**config.mk**
```make
export PLATFORM = sky130hd
export DESIGN_NAME = mult8_rev_seq
export DESIGN_NICKNAME = d
export VERILOG_FILES = /design/src/rtl/mult8_rev_seq.sv
export SDC_FILE = /design/constraint.sdc
export NUM_CORES = 1
export LEC_CHECK = 0
export ABC_CLOCK_PERIOD_IN_PS = 3900
export BUFFER_PORTS_ARGS = -buffer_cell sky130_fd_sc_hd__buf_2
export CAP_MARGIN = 25
export CORE_MARGIN = 1.5
export CORE_UTILIZATION = 50
export CTS_CLUSTER_SIZE = 10
export DETAILED_ROUTE_END_ITERATION = 12
export PLACE_DENSITY = 0.67
export SYNTH_ARGS = -nofsm -noshare
export SYNTH_HDL_FRONTEND = slang
export SYNTH_SLANG_ARGS = --single-unit
```
**constraint.sdc**
```tcl
create_clock -name clk -period 3.9 [get_ports clk]
set_clock_uncertainty 0.15 [all_clocks]
set_input_delay 0.585 -clock clk [delete_from_list [all_inputs] [get_ports clk]]
set_output_delay 0.585 -clock clk [all_outputs]
set_load 0.01 [all_outputs]
```
**src/rtl/mult8_rev_seq.sv**
```systemverilog
// Sequencing controller for the 8x8 reversible multiplier core: forward/backward requests with a LIFO history.
// Optional MULT8_REV_CHECK_EN adds a shadow operand stack and a recovery-mismatch flag on backward responses.
module mult8_rev_seq #(
    parameter  int DEPTH = 8,
    localparam int CW    = $clog2(DEPTH + 1)
) (
    input  logic          clk,
    input  logic          rst_n,
    input  logic          req_valid,
    output logic          req_ready,
    input  logic          req_dir,
    input  logic [7:0]    req_a,
    input  logic [7:0]    req_b,
    output logic          rsp_valid,
    input  logic          rsp_ready,
    output logic          rsp_dir,
    output logic          rsp_err,
    output logic          rsp_mismatch,
    output logic [15:0]   rsp_p,
    output logic [7:0]    rsp_a,
    output logic [7:0]    rsp_b,
    output logic          m_dir,
    output logic [7:0]    m_f_a,
    output logic [7:0]    m_f_b,
    input  logic [15:0]   m_f_p,
    input  logic [7:0]    m_f_a_b,
    output logic [15:0]   m_r_p,
    output logic [7:0]    m_r_a_b,
    input  logic [7:0]    m_r_a,
    input  logic [7:0]    m_r_b,
    output logic [CW-1:0] occ,
    output logic          full,
    output logic          empty
);

    localparam int PW = (DEPTH > 1) ? $clog2(DEPTH) : 1;
    localparam logic [CW-1:0] DEPTH_C = CW'(DEPTH);

    localparam logic [1:0] IDLE = 2'd0;
    localparam logic [1:0] EXEC = 2'd1;
    localparam logic [1:0] RESP = 2'd2;

    logic [1:0]    state;
    logic          dir_q;
    logic [7:0]    a_q;
    logic [7:0]    b_q;
    logic [23:0]   stack [DEPTH];
    logic [23:0]   top;
    logic [PW-1:0] top_idx;
    logic [PW-1:0] push_idx;
    logic          exec_fwd;
    logic          exec_bwd;
    logic          illegal;

    assign full      = (occ == DEPTH_C);
    assign empty     = (occ == '0);
    assign req_ready = (state == IDLE);
    assign rsp_valid = (state == RESP);
    assign illegal   = req_dir ? empty : full;

    assign top_idx  = PW'(occ - CW'(1));
    assign push_idx = PW'(occ);
    assign top      = stack[top_idx];

    // Core ports are driven only while EXEC, so the core never sees both directions at once.
    assign exec_fwd = (state == EXEC) && !dir_q;
    assign exec_bwd = (state == EXEC) && dir_q;
    assign m_dir    = exec_bwd;
    assign m_f_a    = exec_fwd ? a_q : '0;
    assign m_f_b    = exec_fwd ? b_q : '0;
    assign m_r_p    = exec_bwd ? top[23:8] : '0;
    assign m_r_a_b  = exec_bwd ? top[7:0]  : '0;

    always_ff @(posedge clk or negedge rst_n) begin
        if (!rst_n) begin
            state   <= IDLE;
            dir_q   <= 1'b0;
            a_q     <= '0;
            b_q     <= '0;
            occ     <= '0;
            rsp_dir <= 1'b0;
            rsp_err <= 1'b0;
            rsp_p   <= '0;
            rsp_a   <= '0;
            rsp_b   <= '0;
            for (int unsigned i = 0; i < DEPTH; i++) begin
                stack[i] <= '0;
            end
        end else begin
            case (state)
                IDLE: begin
                    if (req_valid) begin
                        if (illegal) begin
                            state   <= RESP;
                            rsp_dir <= req_dir;
                            rsp_err <= 1'b1;
                            rsp_p   <= '0;
                            rsp_a   <= '0;
                            rsp_b   <= '0;
                        end else begin
                            state <= EXEC;
                            dir_q <= req_dir;
                            a_q   <= req_a;
                            b_q   <= req_b;
                        end
                    end
                end
                EXEC: begin
                    state   <= RESP;
                    rsp_dir <= dir_q;
                    rsp_err <= 1'b0;
                    if (!dir_q) begin
                        rsp_p           <= m_f_p;
                        rsp_a           <= m_f_a_b;
                        rsp_b           <= '0;
                        stack[push_idx] <= {m_f_p, m_f_a_b};
                        occ             <= occ + CW'(1);
                    end else begin
                        rsp_p <= top[23:8];
                        rsp_a <= m_r_a;
                        rsp_b <= m_r_b;
                        occ   <= occ - CW'(1);
                    end
                end
                RESP: begin
                    if (rsp_ready) begin
                        state <= IDLE;
                    end
                end
                default: state <= IDLE;
            endcase
        end
    end

`ifdef MULT8_REV_CHECK_EN
    logic [15:0] shadow [DEPTH];
    logic [15:0] shadow_top;

    assign shadow_top = shadow[top_idx];

    // A zero A makes B unrecoverable, so B is only checked when the original A was nonzero.
    always_ff @(posedge clk or negedge rst_n) begin
        if (!rst_n) begin
            rsp_mismatch <= 1'b0;
            for (int unsigned i = 0; i < DEPTH; i++) begin
                shadow[i] <= '0;
            end
        end else if (state == IDLE && req_valid && illegal) begin
            rsp_mismatch <= 1'b0;
        end else if (state == EXEC) begin
            if (!dir_q) begin
                shadow[push_idx] <= {a_q, b_q};
                rsp_mismatch     <= 1'b0;
            end else begin
                rsp_mismatch <= (shadow_top[15:8] != m_r_a) ||
                                ((shadow_top[15:8] != 8'h00) && (shadow_top[7:0] != m_r_b));
            end
        end
    end
`else
    assign rsp_mismatch = 1'b0;
`endif

endmodule
```
==> impl_metrics.prom <==
# TYPE chip_impl_metric gauge
chip_impl_metric{name="worst_ep_arrival_time",unit="ps"} 3000
chip_impl_info{name="rr_startpoint",value="occ[0]$_DFFE_PN0P_"} 1
chip_impl_metric{name="buffer_ports.inserted",unit=""} 143
chip_impl_metric{name="power_density",unit="nW/um^2"} 852
chip_impl_metric{name="worst_setup_hold_path_clk_slew",unit="ps"} 50
chip_impl_metric{name="sum_of_met2_wire_segment_lengths_after_detailed_routing",unit="um"} 13000
chip_impl_metric{name="synthesis.area_per_instance",unit="sq um"} 14.9
chip_impl_metric{name="clock_sinks",unit=""} 249
chip_impl_info{name="dr.max_layer_used",value="met4"} 1
chip_impl_metric{name="max_fanout_on_critical_path",unit=""} 22
chip_impl_metric{name="routed_wl",unit="um"} 27100
chip_impl_metric{name="met1_length",unit="um"} 11900
chip_impl_info{name="tritoncts",value="done"} 1
chip_impl_metric{name="fin_area",unit="sq um"} 13300
chip_impl_info{name="holdCritPathClass",value="in -> reg"} 1
chip_impl_metric{name="placed_cells_incl_taps",unit=""} 1167
chip_impl_metric{name="whs_path_depth",unit=""} 2
chip_impl_metric{name="max_slew.worst_pin.slew",unit="ps"} 1060
chip_impl_metric{name="leakage",unit="nW"} 6.00
chip_impl_metric{name="gp_routability_congestion",unit=""} 0.736
chip_impl_metric{name="post-layout-total-power",unit="mW"} 11.3
chip_impl_metric{name="hold_viol",unit=""} 0
chip_impl_metric{name="post-route-util",unit="%"} 58.5
chip_impl_metric{name="maximum_capacitance_violations",unit=""} 0
chip_impl_metric{name="number_of_cells_on_the_critical_path",unit=""} 7
chip_impl_metric{name="post_cts.repair.setup_buffers",unit=""} 0
chip_impl_metric{name="fin_nets",unit=""} 977
chip_impl_metric{name="top_level_ports",unit=""} 145
chip_impl_metric{name="setup_viol",unit=""} 0
chip_impl_metric{name="power.ir.vdd_worst",unit="uV"} 372
chip_impl_metric{name="timing.reg2reg.setup_slack",unit="ps"} 980
chip_impl_metric{name="number_of_synthesized_flops_with_an_enable_pin",unit=""} 0
chip_impl_metric{name="total_routing_resource_utilization_after_global_routing",unit="%"} 23.1
chip_impl_metric{name="dr.first_iter.drc_count",unit=""} 310
chip_impl_metric{name="die-height",unit="um"} 155
chip_impl_metric{name="drt_pre_antenna_iters",unit=""} 4
chip_impl_metric{name="cts_hold_buffers",unit=""} 1
chip_impl_info{name="critPathCapture",value="m_r_p[11]"} 1
chip_impl_metric{name="placed_cell_area",unit="sq um"} 12500
chip_impl_metric{name="timing.max_slew.rel_slack",unit="%"} 29.6
chip_impl_metric{name="synth.lib_cells_used.distinct",unit=""} 50
chip_impl_metric{name="yosysWarningCount",unit=""} 0
chip_impl_metric{name="initial_utilization",unit="%"} 51.0
chip_impl_metric{name="clock_tree.htree_level_count",unit=""} 1
chip_impl_metric{name="via_count",unit=""} 7241
chip_impl_metric{name="grt-ovfl-total",unit=""} 0
chip_impl_metric{name="post_synth_inst_count",unit=""} 774
chip_impl_metric{name="tns",unit="ps"} 0
chip_impl_metric{name="initial_antenna_violation_count",unit=""} 1
chip_impl_metric{name="routedWlPerCell",unit="um"} 22.5
chip_impl_info{name="cp_startpoint_kind",value="flop"} 1
chip_impl_metric{name="num-fill-cells",unit=""} 1804
chip_impl_metric{name="yosys_register_bits",unit=""} 249
chip_impl_metric{name="clock_tree.buffer_depth",unit=""} 3
chip_impl_metric{name="async_reset_ff_share",unit="%"} 100
chip_impl_metric{name="worst_path_largest_cell_delay",unit="ps"} 640
chip_impl_info{name="critPathTopFamily",value="flip-flops"} 1
chip_impl_info{name="synth-main-ff-cell",value="sky130_fd_sc_hd__dfrtp_1"} 1
chip_impl_metric{name="reg2reg_depth",unit=""} 5
chip_impl_metric{name="routed_via_density",unit=""} 6.01
chip_impl_metric{name="portion_of_the_post_synthesis_area_used_by_sequential_elements",unit="%"} 53.9
chip_impl_metric{name="detail_route.drc_violations",unit=""} 0
chip_impl_metric{name="postSynthNetCount",unit=""} 837
chip_impl_info{name="criticalPathCategory",value="reg -> out"} 1
chip_impl_info{name="crit_path_top_delay_cell",value="sky130_fd_sc_hd__dfrtp_4"} 1
chip_impl_metric{name="placementRows",unit=""} 55
chip_impl_info{name="outcome",value="complete, no violations"} 1
chip_impl_metric{name="syn_to_final_growth",unit="%"} 14.7
chip_impl_metric{name="die_width",unit="um"} 155
chip_impl_metric{name="number_of_global_route_vias_before_repair",unit=""} 7460
chip_impl_info{name="rsz0062_at_grt",value="no"} 1
chip_impl_metric{name="final.min_clock_period",unit="ps"} 3740
chip_impl_metric{name="grt_first_pass_wirelength",unit="um"} 42700
chip_impl_metric{name="cts_buffers",unit=""} 29
chip_impl_metric{name="core_area",unit="sq um"} 22600
chip_impl_metric{name="post_synthesis_cell_area",unit="sq um"} 11600
chip_impl_metric{name="fmax",unit="GHz"} 0.268
chip_impl_metric{name="post_route_cells_drive_above_1_share",unit="%"} 51.4
chip_impl_metric{name="critPathBufInv",unit=""} 3
chip_impl_metric{name="grt_start_max_net_pins",unit=""} 81
chip_impl_info{name="endpoint_kind",value="output port"} 1
chip_impl_metric{name="cp_data_required_time",unit="ps"} 3160
chip_impl_metric{name="clk-insertion-delay-late",unit="ps"} 520
chip_impl_metric{name="antenna_violating_nets_post_route",unit=""} 0
chip_impl_metric{name="route.met3.wl",unit="um"} 1720
chip_impl_metric{name="post_cts_resized",unit=""} 0
chip_impl_info{name="clock_tree.root_cell",value="sky130_fd_sc_hd__clkbuf_16"} 1
chip_impl_metric{name="fp.dieArea",unit="sq um"} 24000
chip_impl_metric{name="final-max-slew-violation-count",unit=""} 0
chip_impl_info{name="capture_instance_of_the_worst_register_to_register_path",value="rsp_p[11]$_DFFE_PN0P_"} 1
chip_impl_metric{name="final_cell_count_no_fill",unit=""} 1204
chip_impl_metric{name="dp_hpwl",unit="um"} 16600
chip_impl_info{name="worstSetupStartpoint",value="occ[0]$_DFFE_PN0P_"} 1
chip_impl_info{name="worstPathCellList",value="inv_1 -> ha_2 -> buf_4 -> mux4_2 -> nand3_1 -> nand2_1 -> buf_2"} 1
chip_impl_metric{name="period_utilization",unit="%"} 95.8
[cell families (layout without fill, tap and decap cells)]
kind of cell,Yosys count,count (layout),synth area share [%]
adder cells (fa/ha/maj),2,2,0.217
buffers and inverters,63,207,3.57
XOR/XNOR,7,7,0.758
AND/OR/NAND/NOR,120,120,5.80
AO/OA/AOI/OAI,67,67,4.99
flip-flops,249,249,53.9
other,1,2,0.0325
multiplexers,265,265,30.7
[how the worst min path moves through the flow]
stage                        start              endpoint  slack [ps]
2_1_floorplan                rst_n    a_q[0]$_DFFE_PN0P_         140
3_3_place_gp   rsp_err$_DFFE_PN0P_   rsp_err$_DFFE_PN0P_         320
3_5_place_dp   rsp_err$_DFFE_PN0P_   rsp_err$_DFFE_PN0P_         320
4_1_cts                  rsp_ready  state[1]$_DFFE_PN0P_         110
5_1_grt                  rsp_ready  state[1]$_DFFE_PN0P_         130
6_report                 rsp_ready  state[1]$_DFFE_PN0P_         120
[sequential cells by signal, summed over array words and instances, names as in the netlist]
| register | cells |
|---|---|
| a_q | 8 |
| b_q | 8 |
| dir_q | 1 |
| occ | 4 |
| rsp_a | 8 |
| rsp_b | 8 |
| rsp_dir | 1 |
| rsp_err | 1 |
| rsp_p | 16 |
| stack | 192 |
| state | 2 |
[through the flow]
step | worst slack (ps) | hold slack [ps]
after floorplan | 844 | 139
after global placement | 754 | 321
after detailed placement | 730 | 324
after CTS | 139 | 111
after global routing | 25.6 | 128
final | 165 | 122
[report_power, final]
group	internal [mW]	total [mW]	switching, mW
logic	2.43	4.53	2.10
clock network	1.33	2.29	0.960
registers	3.76	4.46	0.701
total	7.53	11.3	3.76
[synthesized netlist by cell type (all sizes together), types with 2 or more instances]
cell type	n	share of area [%]
dfrtp	249	54
nand3	35	1.8
a31oi	2	0.16
nor2b	6	0.32
o22ai	8	0.43
xor2	3	0.39
nand2b	4	0.22
xnor2	4	0.37
nand2	44	1.5
o21ai	3	0.13
mux2	209	21
mux2i	8	0.69
nor2	4	0.13
a311oi	16	1.2
a22o	16	1.2
ha	2	0.22
o31ai	2	0.25
inv	5	0.16
buf	44	2.9
mux4	48	9.4
and2	18	0.97
clkbuf	14	0.48
a41oi	16	1.2
[per-layer routing]
metal,GRT usage [%],vias up
met2,37.5,234
met5,0,-
met3,4.09,36
li1,-,3173
met1,32.2,3798
met4,6.27,0
[final cells by class]
| cell class | count | area (sq um) | share of cell area, % |
|---|---|---|---|
| antenna | 1 | 2.50 | 0.0189 |
| inverter | 5 | 18.8 | 0.142 |
| clock buffer | 34 | 754 | 5.69 |
| sequential | 249 | 6230 | 47.0 |
| timing repair buffer | 167 | 946 | 7.14 |
| tap | 285 | 357 | 2.69 |
| multi-input combinational | 462 | 4930 | 37.2 |
| clock inverter | 1 | 7.51 | 0.0567 |
[worst reg2reg max path, cell delays in order (launching register included)]
cell and delay [ps]:
sky130_fd_sc_hd__dfrtp_4 620, sky130_fd_sc_hd__inv_1 160, sky130_fd_sc_hd__ha_2 310, sky130_fd_sc_hd__nand2b_1 290, sky130_fd_sc_hd__o31ai_4 990, sky130_fd_sc_hd__a41oi_1 230
[placed cells by master, fill, tap and decap left out, types with 3 or more instances in the layout]
master and count:
sky130_fd_sc_hd__nand3_4 3, sky130_fd_sc_hd__buf_2 142, sky130_fd_sc_hd__a311oi_1 16, sky130_fd_sc_hd__nor2b_1 5, sky130_fd_sc_hd__clkbuf_1 4, sky130_fd_sc_hd__a41oi_1 16
sky130_fd_sc_hd__mux2_4 9, sky130_fd_sc_hd__o21ai_0 3, sky130_fd_sc_hd__buf_4 20, sky130_fd_sc_hd__mux4_2 48, sky130_fd_sc_hd__mux2i_1 8, sky130_fd_sc_hd__nand2_1 41
sky130_fd_sc_hd__nor2_1 4, sky130_fd_sc_hd__nand2b_1 4, sky130_fd_sc_hd__a22o_1 16, sky130_fd_sc_hd__o22ai_1 8, sky130_fd_sc_hd__inv_1 5, sky130_fd_sc_hd__clkbuf_16 29
sky130_fd_sc_hd__nand3_1 32, sky130_fd_sc_hd__mux2_2 200, sky130_fd_sc_hd__dfrtp_1 248, sky130_fd_sc_hd__and2_1 18, sky130_fd_sc_hd__nand2_2 3, sky130_fd_sc_hd__buf_12 3
Note: power is estimated with default switching activity, not from simulation.
